## config.mk

```make
export PLATFORM = sky130hd
export DESIGN_NAME = cp0_multi
export DESIGN_NICKNAME = d
export VERILOG_FILES = /design/src/rtl/cp0_multi.sv
export SDC_FILE = /design/constraint.sdc
export NUM_CORES = 1
export LEC_CHECK = 0
export CORE_UTILIZATION = 33
export DETAILED_ROUTE_END_ITERATION = 6
export MAX_ROUTING_LAYER = met4
export PLACE_DENSITY_LB_ADDON = 0.2
export SETUP_SLACK_MARGIN = 0.02
export SYNTH_ARGS = -nofsm -noshare
export SYNTH_HDL_FRONTEND = slang
export SYNTH_SLANG_ARGS = --single-unit
```

## constraint.sdc

```tcl
create_clock -name clk -period 5.08 [get_ports clk]
set_input_delay 1.016 -clock clk [delete_from_list [all_inputs] [get_ports clk]]
set_output_delay 1.016 -clock clk [all_outputs]
set_load 0.01 [all_outputs]
```

## src/rtl/cp0_multi.sv

```systemverilog
// System-control coprocessor: Count/Compare timers, Status, Cause, EPC and EXL sequencing.
// Optional macro CP0_WR_BYPASS_EN forwards an mtc0 write straight to rdata in the same cycle.
module cp0_multi #(
   parameter int NUM_HW_INT = 6,
   parameter int NUM_TIMERS = 2
) (
   input  logic                  clk,
   input  logic                  rst,
   input  logic                  we,
   input  logic [4:0]            waddr,
   input  logic [31:0]           wdata,
   input  logic [4:0]            raddr,
   output logic [31:0]           rdata,
   input  logic [NUM_HW_INT-1:0] hw_int,
   input  logic                  exc_valid,
   input  logic [4:0]            exc_code,
   input  logic [31:0]           exc_pc,
   input  logic                  exc_bd,
   input  logic                  eret,
   output logic                  int_req,
   output logic [NUM_TIMERS-1:0] timer_irq,
   output logic [31:0]           epc_out,
   output logic [31:0]           status_out,
   output logic [31:0]           cause_out
);

   localparam logic [4:0] ADDR_COUNT  = 5'd9;
   localparam logic [4:0] ADDR_STATUS = 5'd12;
   localparam logic [4:0] ADDR_CAUSE  = 5'd13;
   localparam logic [4:0] ADDR_EPC    = 5'd14;

   typedef enum logic {NORMAL, EXC} stateT;

   function automatic logic [4:0] cmpAddr(input int k);
      return (k == 0) ? 5'd11 : 5'(15 + k);
   endfunction

   stateT       stateQ, stateD;
   logic [31:0] countQ, countD;
   logic [31:2] statusHiQ, statusHiD;
   logic        ieQ, ieD;
   logic [1:0]  ipSwQ, ipSwD;
   logic        bdQ, bdD;
   logic [4:0]  excCodeQ, excCodeD;
   logic [31:0] epcQ, epcD;
   logic [31:0] compareQ [NUM_TIMERS];
   logic [31:0] compareD [NUM_TIMERS];
   logic [NUM_TIMERS-1:0] timerIrqQ, timerIrqD;

   logic [5:0]  ipHw;
   logic [31:0] excEpc;
   logic [31:0] rdataReg;

   // IP2..IP7 are live views of the interrupt lines; IP7 also carries any timer match.
   always_comb begin
      ipHw                   = '0;
      ipHw[NUM_HW_INT-1:0]   = hw_int;
      ipHw[5]                = ipHw[5] | (|timerIrqQ);
   end

   assign excEpc     = (exc_code == 5'd8) ? exc_pc + 32'd4 :
                       exc_bd             ? exc_pc - 32'd4 : exc_pc;
   assign status_out = {statusHiQ, stateQ == EXC, ieQ};
   assign cause_out  = {bdQ, 15'b0, ipHw, ipSwQ, 1'b0, excCodeQ, 2'b0};
   assign epc_out    = epcQ;
   assign timer_irq  = timerIrqQ;
   assign int_req    = ieQ & (stateQ == NORMAL) & (|({ipHw, ipSwQ} & statusHiQ[15:8]));

   // Next-state logic: an exception owns EXL/EPC/BD/ExcCode, an mtc0 to Status beats eret.
   always_comb begin
      countD    = (we && waddr == ADDR_COUNT) ? wdata : countQ + 32'd1;
      statusHiD = statusHiQ;
      ieD       = ieQ;
      ipSwD     = ipSwQ;
      bdD       = bdQ;
      excCodeD  = excCodeQ;
      epcD      = epcQ;
      stateD    = stateQ;
      if (we && waddr == ADDR_STATUS) begin
         statusHiD = wdata[31:2];
         ieD       = wdata[0];
      end
      if (we && waddr == ADDR_CAUSE)
         ipSwD = wdata[9:8];
      if (exc_valid) begin
         stateD   = EXC;
         excCodeD = exc_code;
         if (stateQ == NORMAL) begin
            epcD = excEpc;
            bdD  = exc_bd;
         end
      end else begin
         if (we && waddr == ADDR_EPC)
            epcD = wdata;
         if (we && waddr == ADDR_STATUS)
            stateD = wdata[1] ? EXC : NORMAL;
         else if (eret)
            stateD = NORMAL;
      end
      for (int k = 0; k < NUM_TIMERS; k++) begin
         compareD[k]  = compareQ[k];
         timerIrqD[k] = timerIrqQ[k] | ((countQ == compareQ[k]) && (compareQ[k] != 32'd0));
         if (we && waddr == cmpAddr(k)) begin
            compareD[k]  = wdata;
            timerIrqD[k] = 1'b0;
         end
      end
   end

   always_ff @(posedge clk) begin
      if (rst) begin
         stateQ    <= NORMAL;
         countQ    <= '0;
         statusHiQ <= 30'h0400_0000;
         ieQ       <= 1'b0;
         ipSwQ     <= '0;
         bdQ       <= 1'b0;
         excCodeQ  <= '0;
         epcQ      <= '0;
         timerIrqQ <= '0;
         for (int k = 0; k < NUM_TIMERS; k++) compareQ[k] <= '0;
      end else begin
         stateQ    <= stateD;
         countQ    <= countD;
         statusHiQ <= statusHiD;
         ieQ       <= ieD;
         ipSwQ     <= ipSwD;
         bdQ       <= bdD;
         excCodeQ  <= excCodeD;
         epcQ      <= epcD;
         timerIrqQ <= timerIrqD;
         for (int k = 0; k < NUM_TIMERS; k++) compareQ[k] <= compareD[k];
      end
   end

   // mfc0 read mux; absent Compare channels and unmapped numbers read as zero.
   always_comb begin
      rdataReg = '0;
      case (raddr)
         ADDR_COUNT:  rdataReg = countQ;
         ADDR_STATUS: rdataReg = status_out;
         ADDR_CAUSE:  rdataReg = cause_out;
         ADDR_EPC:    rdataReg = epcQ;
         default: begin
            for (int k = 0; k < NUM_TIMERS; k++)
               if (raddr == cmpAddr(k)) rdataReg = compareQ[k];
         end
      endcase
   end

`ifdef CP0_WR_BYPASS_EN
   logic rMapped;

   always_comb begin
      rMapped = (raddr == ADDR_COUNT) || (raddr == ADDR_STATUS) ||
                (raddr == ADDR_CAUSE) || (raddr == ADDR_EPC);
      for (int k = 0; k < NUM_TIMERS; k++)
         if (raddr == cmpAddr(k)) rMapped = 1'b1;
   end

   always_comb begin
      if (rst)
         rdata = '0;
      else if (we && waddr == raddr && rMapped)
         rdata = (raddr == ADDR_CAUSE) ? {16'b0, ipHw, wdata[9:8], 8'b0} : wdata;
      else
         rdata = rdataReg;
   end
`else
   assign rdata = rst ? 32'd0 : rdataReg;
`endif

endmodule

```

; ---- Yosys cells after proc, flatten, opt, wreduce, memory -nomap -nowiden
; Memory sizes are Yosys's and may differ from the RTL's.
; Index checks and enable logic that the tools add are counted.
[classes]
n_eq_ne = 16
reduce_logical = 18
muxes = 21
bitwise_logic = 9
n_addsub = 3
[ops]
columns = cell, count
row1 = 2-to-1 mux 32 bit, 13
row2 = one-hot mux 32 bit (4 select lines), 1
row3 = equality test 32 bit, 2
row4 = nonzero test 32 bit, 2
row5 = "equality test 5 x 4 -> 1 bit, second input constant", 11
row6 = "adder 32 x 1 -> 32 bit, second input constant", 1
row7 = "adder 32 x 3 -> 32 bit, second input constant", 1
row8 = "subtractor 32 x 3 -> 32 bit, second input constant", 1
row9 = "equality test 5 bit, second input constant", 2
row10 = AND 8 bit, 1
row11 = logical AND 1 bit, 8
row12 = OR reduction 8 bit, 1
row13 = 2-to-1 mux 1 bit, 7
row14 = OR reduction 2 bit, 3
row15 = OR 1 bit, 5
row16 = AND reduction 2 bit, 2
row17 = nonzero test 3 bit, 1
row18 = AND 1 bit, 2
row19 = "inequality test 2 bit, second input constant", 1
row20 = nonzero test 2 bit, 1
row21 = NOT 1 bit, 1
[totals]
ff_bits = 106
ramBits = 64
n_memories = 1
in_bits = 91
[mem_list]
columns = name, depth, width, rd, rd_ports_with_merged_regs, write_ports, line
row1 = compareQ, 2, 32, 2, 0, 2, 46  ; logic [31:0] compareQ [NUM_TIMERS];

; ---- Longest topological paths before layout
; Gate-level depths: netlist of run 1.
[logic_depth]
word_depth = 5
mapped_depth = 9

; ---- Worst setup path before layout of run 1
; OpenSTA, ideal clock, no wires.
[synth_timing]
path_type = input to output
startpoint = in raddr[1]
endpoint = out rdata[14]
path_slack_ps = 1664
arrival_time_ps = 2400
path_stages = 7
cell_sequence = clkbuf_1 -> nor4_1 -> and2_1 -> clkbuf_1 -> clkbuf_1 -> a222oi_1 -> a21oi_1
[synth_via]
elab_chain_len = 5
word_cells_on_any_way = 10
cone_classes = 6 x eq/ne / 4 x mux
[synth_rtl]
columns = element, line
row1 = from (decl), 12  ; input logic [4:0] raddr,
row2 = equality test 5 x 4 -> 1 bit, 146  ; if (raddr == cmpAddr(k)) rdataReg = compareQ[k];
row3 = 2-to-1 mux 32 bit (2 in a row), 146
row4 = one-hot mux 32 bit (4 select lines) *, 139  ; case (raddr)
row5 = 2-to-1 mux 32 bit *, 170  ; assign rdata = rst ? 32'd0 : rdataReg;
row6 = to (decl), 13  ; output logic [31:0] rdata,
; Mark *: on every way between the ends. The rest lies on a longest branch, timed or not.

; ---- Final worst setup path of run 1
[layout_timing]
startpoint = in raddr[2]
endpoint = out rdata[17]
; Same word-level chain as after synthesis.

==> results of run 1 <==
## how the worst max path moves through the flow
stage | start | slack, ns | to
4_1_cts | raddr[2] | 0.58 | rdata[28]
3_5_place_dp | raddr[2] | 0.58 | rdata[28]
6_report | raddr[2] | 0.53 | rdata[17]
2_1_floorplan | raddr[1] | 1.66 | rdata[14]
3_3_place_gp | raddr[2] | 0.65 | rdata[17]
5_1_grt | raddr[2] | 0.43 | rdata[17]
## state kept, by name (all words and copies together), names as in the netlist
| signal | cells |
|---|---|
| statusHiQ | 30 |
| excCodeQ | 5 |
| stateQ | 1 |
| epc_out | 32 |
| ieQ | 1 |
| compareQ | 64 |
| bdQ | 1 |
| countQ | 32 |
| ipSwQ | 2 |
| timer_irq | 2 |
## cells by family after synthesis
group	count (synthesis)
AOI/OAI and AO/OA	326
DFF	170
other	1
xor gates and xnor gates	115
and+or+nand+nor	543
buffers and inverters	158
adders and majority gates	3
muxes	44
## metal layers
metal,GRT usage [%],share of wire [%]
met1,38.7,45
met3,3.94,7.0
met4,7.84,2.2
met5,-,0
met2,42.5,46
## power breakdown
part | switching [mW] | internal (mW) | total (mW)
combinational | 0.250 | 0.197 | 0.447
clock | 0.603 | 0.716 | 1.32
sequential | 0.0575 | 1.37 | 1.42
## layout make-up
| cell class | count | share of cell area, % |
|---|---|---|
| Tap cell | 396 | 3.83 |
| Inverter | 10 | 0.290 |
| Clock inverter | 13 | 1.03 |
| Antenna cell | 1 | 0.0194 |
| Clock buffer | 19 | 3.50 |
| Timing Repair Buffer | 227 | 17.1 |
| Sequential cell | 170 | 26.3 |
| Multi-Input combinational cell | 1049 | 47.9 |
## critical path, stage by stage
cell	delay [ns]
clkdlybuf4s50_1	0.50
nor4_1	0.25
and2_1	0.56
buf_4	0.30
a22oi_1	0.10
a21oi_1	0.22
clkdlybuf4s50_1	0.57
## stage by stage
step | cells | power, mW
after global routing | 1885 | 3.30
final | 1885 | 3.19
after detailed placement | 1852 | 1.90
after global placement | 1852 | 1.90
after CTS | 1884 | 3.20
after floorplan | 1377 | 1.66
## layout by cell type, fill, tap and decap left out, types with 18 or more instances in the layout
cell	netlist	final
nor2_1	113	112
dfxtp_1	170	170
clkdlybuf4s50_1	0	201
mux2i_1	44	44
nor3_1	24	22
nand2_1	230	230
conb_1	1	18
nand4_1	22	22
nor4_1	46	46
o21ai_0	23	23
or3_1	20	20
nand3_1	25	25
a21oi_1	176	176
buf_4	29	24
a22oi_1	22	22
xor2_1	91	91
a211oi_1	40	40
xnor2_1	24	24
==> results.txt, run 1 <==
FF-to-FF path depth - 6
Status - finished clean
Pins Over Slew Limit - 0
Final net count - 1569
R2R setup slack - 2.29 ns
DRC - 0
Sequential share of the synthesized area - 33.2%
Top cells by count, synth - nand2_1 (230), a21oi_1 (176), dfxtp_1 (170)
Mean Syn Cell Area - 7.54 um^2
Number of synthesized flops with an enable pin - 0
Die X - 178 um
First-pass GRT wire length - 64700 um
Hold Path Class - register to register
Slew at the pin closest to its max-slew limit - 1.18 ns
Synth Flop Type - dfxtp_1
Root buf cell - clkbuf_16
Yosys top cell area share - 33.2%
# fillers - 3132
RSZ-0062 raised after global routing - no
Num CTS Buffers - 17
Vias in the first global route - 10100
Compound-Gate Fraction of Synth Area - 19.9%
Drt first pass iters - 6
Multi-input gate area - 6200 um^2
Peak supply drop - 0.202 mV
H-tree Lvls - 4
Syn Inst Count - 1360
Yosys reg bits - 170
Vias - 10700
Setup TNS - 0 ns
Top-count cell post-synth - nand2_1
Power Density - 247 nW/um^2
DP HPWL - 32600 um
Final core occ - 42.3%
Post-CTS Setup Inserts - 0
CP max FO - 13
Skew final - 0.0111 ns
Total placed instance area - 12300 um^2
Antenna violations before repair - 1
Main combinational cell family by area after synthesis - simple AND/OR/NAND/NOR gates
Core area - 30600 um^2
Total Wirelength - 43000 um
Post-synth cell types - 63
CP required - 4.06 ns
Share of layout cells above drive strength 1 - 5.31%
PortBufs - 203
Worst setup EP type - primary output
Leading area contributor after synthesis - dfxtp_1
Placer Congestion - 0.970
Worst Hold Depth - 2
Hold-critical path endpoint - statusHiQ[5]$_SDFFE_PP0P_
Final instance area - 12900 um^2
GRT Util Overall - 28.1%
Total global routing overflow - 0
Vias/cell - 5.67
Worst-path clk slew - 0.07 ns
DRT iter0 DRCs - 1122
Post-Synth XOR/XNOR Area - 9.82%
# setup viols final - 0
Max Cap Viol - 0
RR Endpoint - countQ[31]$_SDFF_PP0_
Setup WS post-layout - 0.534 ns
Clk sink count - 170
Yosys Warn Count - 0
Critical Path AT - 3.53 ns
F_max - 220 MHz
Number of top-level pins - 222
Slew Limit Headroom - 21.7%
Register area - 3400 um^2
Ys async rst share - 0%
Clk_lat worst skew - 0.44 ns
Largest net degree at the start of global routing - 80
DIE AREA - 31800 um^2
WHS - 0.473 ns
CTS tree - yes
Synth area leaders - dfxtp_1 (33%), a21oi_1 (8.6%), nand2_1 (8.4%)
Synthesized area - 10300 um^2
Post-synthesis mux area share - 4.30%
Hold_buf cts - 0
Num rows - 64
Setup CP Type - input port to primary output
Pleak - 4.58 nW
FF-to-FF Start - countQ[2]$_SDFF_PP0_
Adder-Cell Fraction of Synth Area - 0.366%
Post-place setup slack - 0.584 ns
Die Ht - 178 um
Startpoint Class - input port
Worst hold start - statusHiQ[5]$_SDFFE_PP0P_
Tcrit/Tclk final - 89.5%
Min Tclk post-route - 4.55 ns
Initial core utilization - 33.5%
Post-synthesis simple-gate area fraction - 25.2%
Wire per inst - 22.8 um
Clock buffer depth - 2
P&R area growth vs syn - 26.1%
Routed Antenna Nets - 0
Final Hold Violating Endpoints - 0
Post-CTS resize count - 0
No activity file was read; power rests on OpenSTA's default activity.
==> run 2: changes to the inputs <==
--- a/config.mk
+++ b/config.mk
@@ -5,7 +5,7 @@
 export SDC_FILE = /design/constraint.sdc
 export NUM_CORES = 1
 export LEC_CHECK = 0
-export CORE_UTILIZATION = 33
+export CORE_UTILIZATION = 48
 export DETAILED_ROUTE_END_ITERATION = 6
 export MAX_ROUTING_LAYER = met4
 export PLACE_DENSITY_LB_ADDON = 0.2
==> run 2 against run 1 <==
  * The run now ends with design-rule violations left
  * First-iteration DRC count is 23% higher
  * Via count increased by 2.0%
  * Clock skew rose by 0.0028 ns
  * Count of clock-buffer cells in the layout unchanged
  * Worst setup slack lost 0.061 ns
  * Die area shrank 31%
  * Design area decreased by 1.3%
  * Hold slack improved by 0.0039 ns
==> results.txt, run 2 (same netlist as run 1, synthesis figures left out) <==
Vias in the first global route - 10100 (-0.15%)
Final net count - 1568 (-0.064%)
Largest register FFs - 64 (unchanged)
Top reg by flops - compareQ
Total global routing overflow - 0 (unchanged)
Pleak - 4.54 nW (-0.66%)
Final Hold Violating Endpoints - 0 (unchanged)
Worst path max stage delay - 0.59 ns (+0.02 ns)
Wire per inst - 22.7 um (-0.60%)
Clock buffer depth - 2 (unchanged)
Critical path's slowest cell - and2_1
FF-to-FF Start - countQ[2]$_SDFF_PP0_
Worst setup EP type - primary output
Hold_buf cts - 0 (unchanged)
Vias - 10900 (+2.0%)
Die X - 148 um (-17%)
Worst-path clk slew - 0.07 ns (about the same)
DRT iter0 DRCs - 1380 (+23%)
Worst Hold Depth - 2 (unchanged)
CP max FO - 14 (+1)
Worst hold start - statusHiQ[6]$_SDFFE_PP0P_
CP dominant cell by count - clkdlybuf4s50_1
Min Tclk post-route - 4.61 ns (+0.0608 ns)
Total power - 3.17 mW (-0.51%)
Num CTS Buffers - 17 (unchanged)
Routed Antenna Nets - 0 (unchanged)
R2R setup slack - 2.28 ns (about the same)
Placer Congestion - 0.993 (+2.4%)
Total Wirelength - 39900 um (-7.1%)
Slew Limit Headroom - 21.8% (+0.15 points)
PortBufs - 203 (unchanged)
Tcrit/Tclk final - 90.7% (+1.2 points)
FF-to-FF path depth - 6 (unchanged)
Skew final - 0.0139 ns (+0.00283 ns)
Core area - 21000 um^2 (-31%)
Startpoint Class - input port
Placed instance count - 1730 (-6.6%)
RR Endpoint - countQ[31]$_SDFF_PP0_
Cell Count, Final, Fillers Out - 1761 (-6.6%)
Root buf cell - clkbuf_16
CTS tree - yes
RSZ-0062 raised after global routing - no
DIE AREA - 21900 um^2 (-31%)
Hold-critical path endpoint - statusHiQ[6]$_SDFFE_PP0P_
Clk_lat worst skew - 0.43 ns (about the same)
# fillers - 1978 (-37%)
First-pass GRT wire length - 60600 um (-6.4%)
DRC - 5 (+5)
Most frequent cells in the layout - nand2_1 (230), clkdlybuf4s50_1 (201), a21oi_1 (176)
Setup TNS - 0 ns (unchanged)
Clk sink count - 170 (unchanged)
Critical Path AT - 3.59 ns (+0.06 ns)
Die Ht - 148 um (-17%)
H-tree Lvls - 4 (unchanged)
Power Density - 249 nW/um^2 (+0.84%)
Peak supply drop - 0.190 mV (-5.8%)
Vias/cell - 6.20 (+9.2%)
Slew at the pin closest to its max-slew limit - 1.17 ns (-0.00221 ns)
DP HPWL - 29500 um (-9.4%)
CP delay by family, top - buffers and inverters
F_max - 217 MHz (-1.3%)
P&R area growth vs syn - 24.4%
Largest net degree at the start of global routing - 75 (-6.3%)
Drt first pass iters - 7 (+1)
Antenna Cells - 0 (-1)
Status - complete, but fails checks
# setup viols final - 0 (unchanged)
GRT Util Overall - 37.3% (+9.3 points)
Pins Over Slew Limit - 0 (unchanged)
Number of top-level pins - 222 (unchanged)
Max Cap Viol - 0 (unchanged)
Post-CTS Setup Inserts - 0 (unchanged)
Failing checks - design-rule violations
CP required - 4.06 ns (about the same)
Hold Path Class - register to register
Num rows - 53 (-17%)
Antenna violations before repair - 0 (-1)
Critical path, cell by cell - clkdlybuf4s50_1 > nor4_1 > and2_1 > buf_4 > a22oi_1 > a21oi_1 > clkdlybuf4s50_1
Initial core utilization - 48.9% (+15 points)
Share of layout cells above drive strength 1 - 5.05% (-0.26 points)
Post-CTS resize count - 0 (unchanged)
Setup CP Type - input port to primary output
Most common library cell in the layout ignoring fill and taps - nand2_1
Worst Path Buf+Inv - 3 (unchanged)
==> run 2: through the flow <==
stage	worst slack, ns	hold slack, ns	util (%)	instance area (um^2)
floorplan	1.66	0.449	-	10300
global placement	0.669	0.460	58.1	12200
CTS	0.544	0.477	60.9	12800
global route	0.397	0.506	60.9	12800
detailed placement	0.546	0.469	58.1	12200
finish	0.473	0.477	60.9	12800
==> run 2: tightest hold or removal path: cells and delay by family (launching register included) <==
family          cells  cell delay, ns
flops               1            0.32
simple gates        1            0.06
compound gates      1            0.05
==> run 2: worst max path at each step <==
stage,start,endpoint,slack (ns),cells after the start
6_report,raddr[2],rdata[27],0.47,7
5_1_grt,raddr[2],rdata[25],0.40,7
4_1_cts,raddr[2],rdata[16],0.54,7
3_5_place_dp,raddr[2],rdata[16],0.55,7
3_3_place_gp,raddr[2],rdata[19],0.67,7
2_1_floorplan,raddr[1],rdata[14],1.66,7
==> run 2: report_power, final <==
group	leakage [nW]	switching, mW	internal, mW
sequential	1.38	0.0551	1.37
combinational	2.90	0.246	0.197
clock	0.263	0.580	0.729
total	4.54	0.881	2.29
==> run 2: layer usage <==
| metal | track usage [%] | vias to the layer above | share of wire [%] |
|---|---|---|---|
| met2 | 55.8 | 672 | 45 |
| met4 | 13.0 | 0 | 2.8 |
| li1 | - | 5025 | - |
| met5 | - | - | 0 |
| met3 | 6.10 | 77 | 10 |
| met1 | 50.7 | 5139 | 42 |
==> run 2: layout make-up <==
cell class	instances	area, um^2	share of cell area [%]
sequential	170	3400	26.7
clock inverter	12	141	1.11
inverter	10	37.5	0.294
clock buffer	19	433	3.39
timing repair buffer	226	2200	17.3
tap	275	344	2.70
multi-input combinational	1049	6200	48.6
==> edit (config.mk and constraints of run 1) <==
The option `CP0_WR_BYPASS_EN` is turned on by a define.
--- a/src/rtl/cp0_multi.sv
+++ b/src/rtl/cp0_multi.sv
@@ -1,4 +1,6 @@
 // System-control coprocessor: Count/Compare timers, Status, Cause, EPC and EXL sequencing.
 // Optional macro CP0_WR_BYPASS_EN forwards an mtc0 write straight to rdata in the same cycle.
+`define CP0_WR_BYPASS_EN
+
 module cp0_multi #(
    parameter int NUM_HW_INT = 6,
Function: changed (a bounded check fails within 4 cycles, from zero or initial values and one cycle with rst high).
==> edit against run 1 <==
The flow now finishes with violations (DRC); sequential cell count is the same; power grew 1.3%; area after synthesis grew 3.8%; register-to-register slack gained 0.38 ns; count of clock-buffer cells in the layout is the same; worst setup slack lost 0.30 ns; routed wire length grew 5.4%; cell area grew 4.6%; combinational power grew 6.7%; critical path type unchanged; largest power group unchanged.
==> edit: results (changes against run 1) <==
The final weighted congestion in routability-driven placement came out at 0.972 (+0.20%). The worst reg-to-reg path cell count is 5 (-1). Number of detailed-route iterations in the first pass: 7 (+1). The xor and xnor fraction of the mapped netlist area works out to 9.79% (-0.035 points). The global-route wire length before repair is 67600 um (+4.5%), and the number of buffer cells added on primary ports is 203 (unchanged). Number of nets in the layout: 1635 (+4.2%).

The final critical-path required period works out to 4.85 ns (+0.305 ns). The tools report the detailed placer's ending HPWL as 34600 um (+6.2%). Termination of the worst setup path: rdata[19]. The arrival time reported for the critical path endpoint came out at 3.83 ns (+0.30 ns). Tracing the worst setup path back leads to its startpoint at waddr[4].

For the initial antenna violation count, the log shows 0 (-1). Ranked by instance count, the synthesized netlist is headed by nand2_1 (258), dfxtp_1 (170), a21oi_1 (130). The fraction of final layout cells with drive strength greater than 1 came out at 5.92% (+0.61 points). Terminus of the critical flop-to-flop path: countQ[29]. The worst relative slew slack is 21.4% (-0.20 points), and the proportion of synthesized area in mux cells is 4.62% (+0.32 points).

The final reports fail on DRC. Ranked by total cell area, the synthesized netlist is headed by dfxtp_1 (32%), nand2_1 (9.1%), xor2_1 (8.6%), a21oi_1 (6.1%), mux2i_1 (4.5%). The largest net degree at the start of global routing was 82 (+2.5%); the number of flip-flops under the largest register name was 64 (unchanged).

For the worst-case register-to-register setup slack, the log shows 2.67 ns (+0.38 ns). Worst setup skew after layout: 0.0103 ns (-0.000868 ns). The post-synthesis compound-gate area fraction came out at 20.9% (+1.1 points).

The number of buffers inserted to repair setup after CTS is 0 (unchanged), and the maximum vdd ir drop is 0.237 mV (+17%). The run finished, with violations left. The routed length per instance is 23.2 um (+1.6%), and the count of cell types in the netlist is 62 (-1.6%). The area share of fa/ha/maj cells after synthesis came out at 0.353% (-0.014 points). For the number of instances resized during post-cts repair, the log shows 0 (unchanged).

The initial DRC count is 1175 (+4.7%). The critical-path maximum fanout came out at 32 (+19). The leakage power summed over all cells came out at 5.03 nW (+10%). The number of inserted diodes was 0 (-1); the number of vias per cell was 5.77 (+1.6%).

The via count of the first global-routing pass is 10600 (+4.6%). For the combined global-route utilization of all metal layers, the log shows 28.0% (-0.091 points). The startpoint identified for the worst register-to-register timing path is countQ[0]. The worst-case setup slack after placement was 0.256 ns (-0.328 ns); the post-detailed-route DRC marker count was 39 (+39). The sequential cell area fraction in the yosys report was 32.0% (-1.2 points).
edit: cell count changes after synthesis, moves of 8 or more:
cell	delta
o21ai_0	+31
xor2_1	+13
a31oi_1	+8
nor2_1	-16
a211oi_1	+16
a21oi_1	-46
o211ai_1	+8
xnor2_1	-9
nand2_1	+28
edit: worst max-delay path: stages:
cell             delay, ns
clkdlybuf4s50_1       0.51
xor2_1                0.21
nor4_1                0.32
and3_2                0.49
buf_12                0.23
nor2_1                0.06
a211oi_1              0.36
clkdlybuf4s50_1       0.62
edit: layer usage:
layer  vias to the layer above  wire length [um]  GRT usage, %
li1                       5293                 -             -
met1                      5473             20900          38.8
met2                       464             20600          43.0
met3                        47              2860          3.01
met4                         0               895          7.25
met5                         -                 0             -
edit: worst min-delay path by stage:
stage / start / endpoint / slack [ns] / cells past startpoint
CTS: statusHiQ[2] / statusHiQ[2] / 0.48 / 2
detailed placement: statusHiQ[2] / statusHiQ[2] / 0.47 / 2
finish: statusHiQ[2] / statusHiQ[2] / 0.48 / 2
global route: statusHiQ[22] / statusHiQ[22] / 0.50 / 2
floorplan: ieQ / ieQ / 0.46 / 2
global placement: statusHiQ[16] / statusHiQ[16] / 0.46 / 2
edit: final cells by class:
cell class	instances	area, sq um
multi-input cells	1105	6660
clock buffers	19	453
well taps	402	503
flip-flops and latches	170	3400
repair buffers	239	2350
clock inverters	13	133
inverters	8	30.0
fillers	3220	18100
edit: metrics by stage:
stage,area (sq um),cells
3_3_place_gp,12900,1924
5_1_grt,13500,1956
3_5_place_dp,12900,1924
2_1_floorplan,10700,1430
6_report,13500,1956
4_1_cts,13500,1956
edit: report_power, final:
part	leakage, nW	internal (mW)	total [mW]	switching, mW
sequential	1.38	1.37	1.43	0.0627
clock	0.293	0.717	1.32	0.606
combinational	3.36	0.209	0.477	0.268
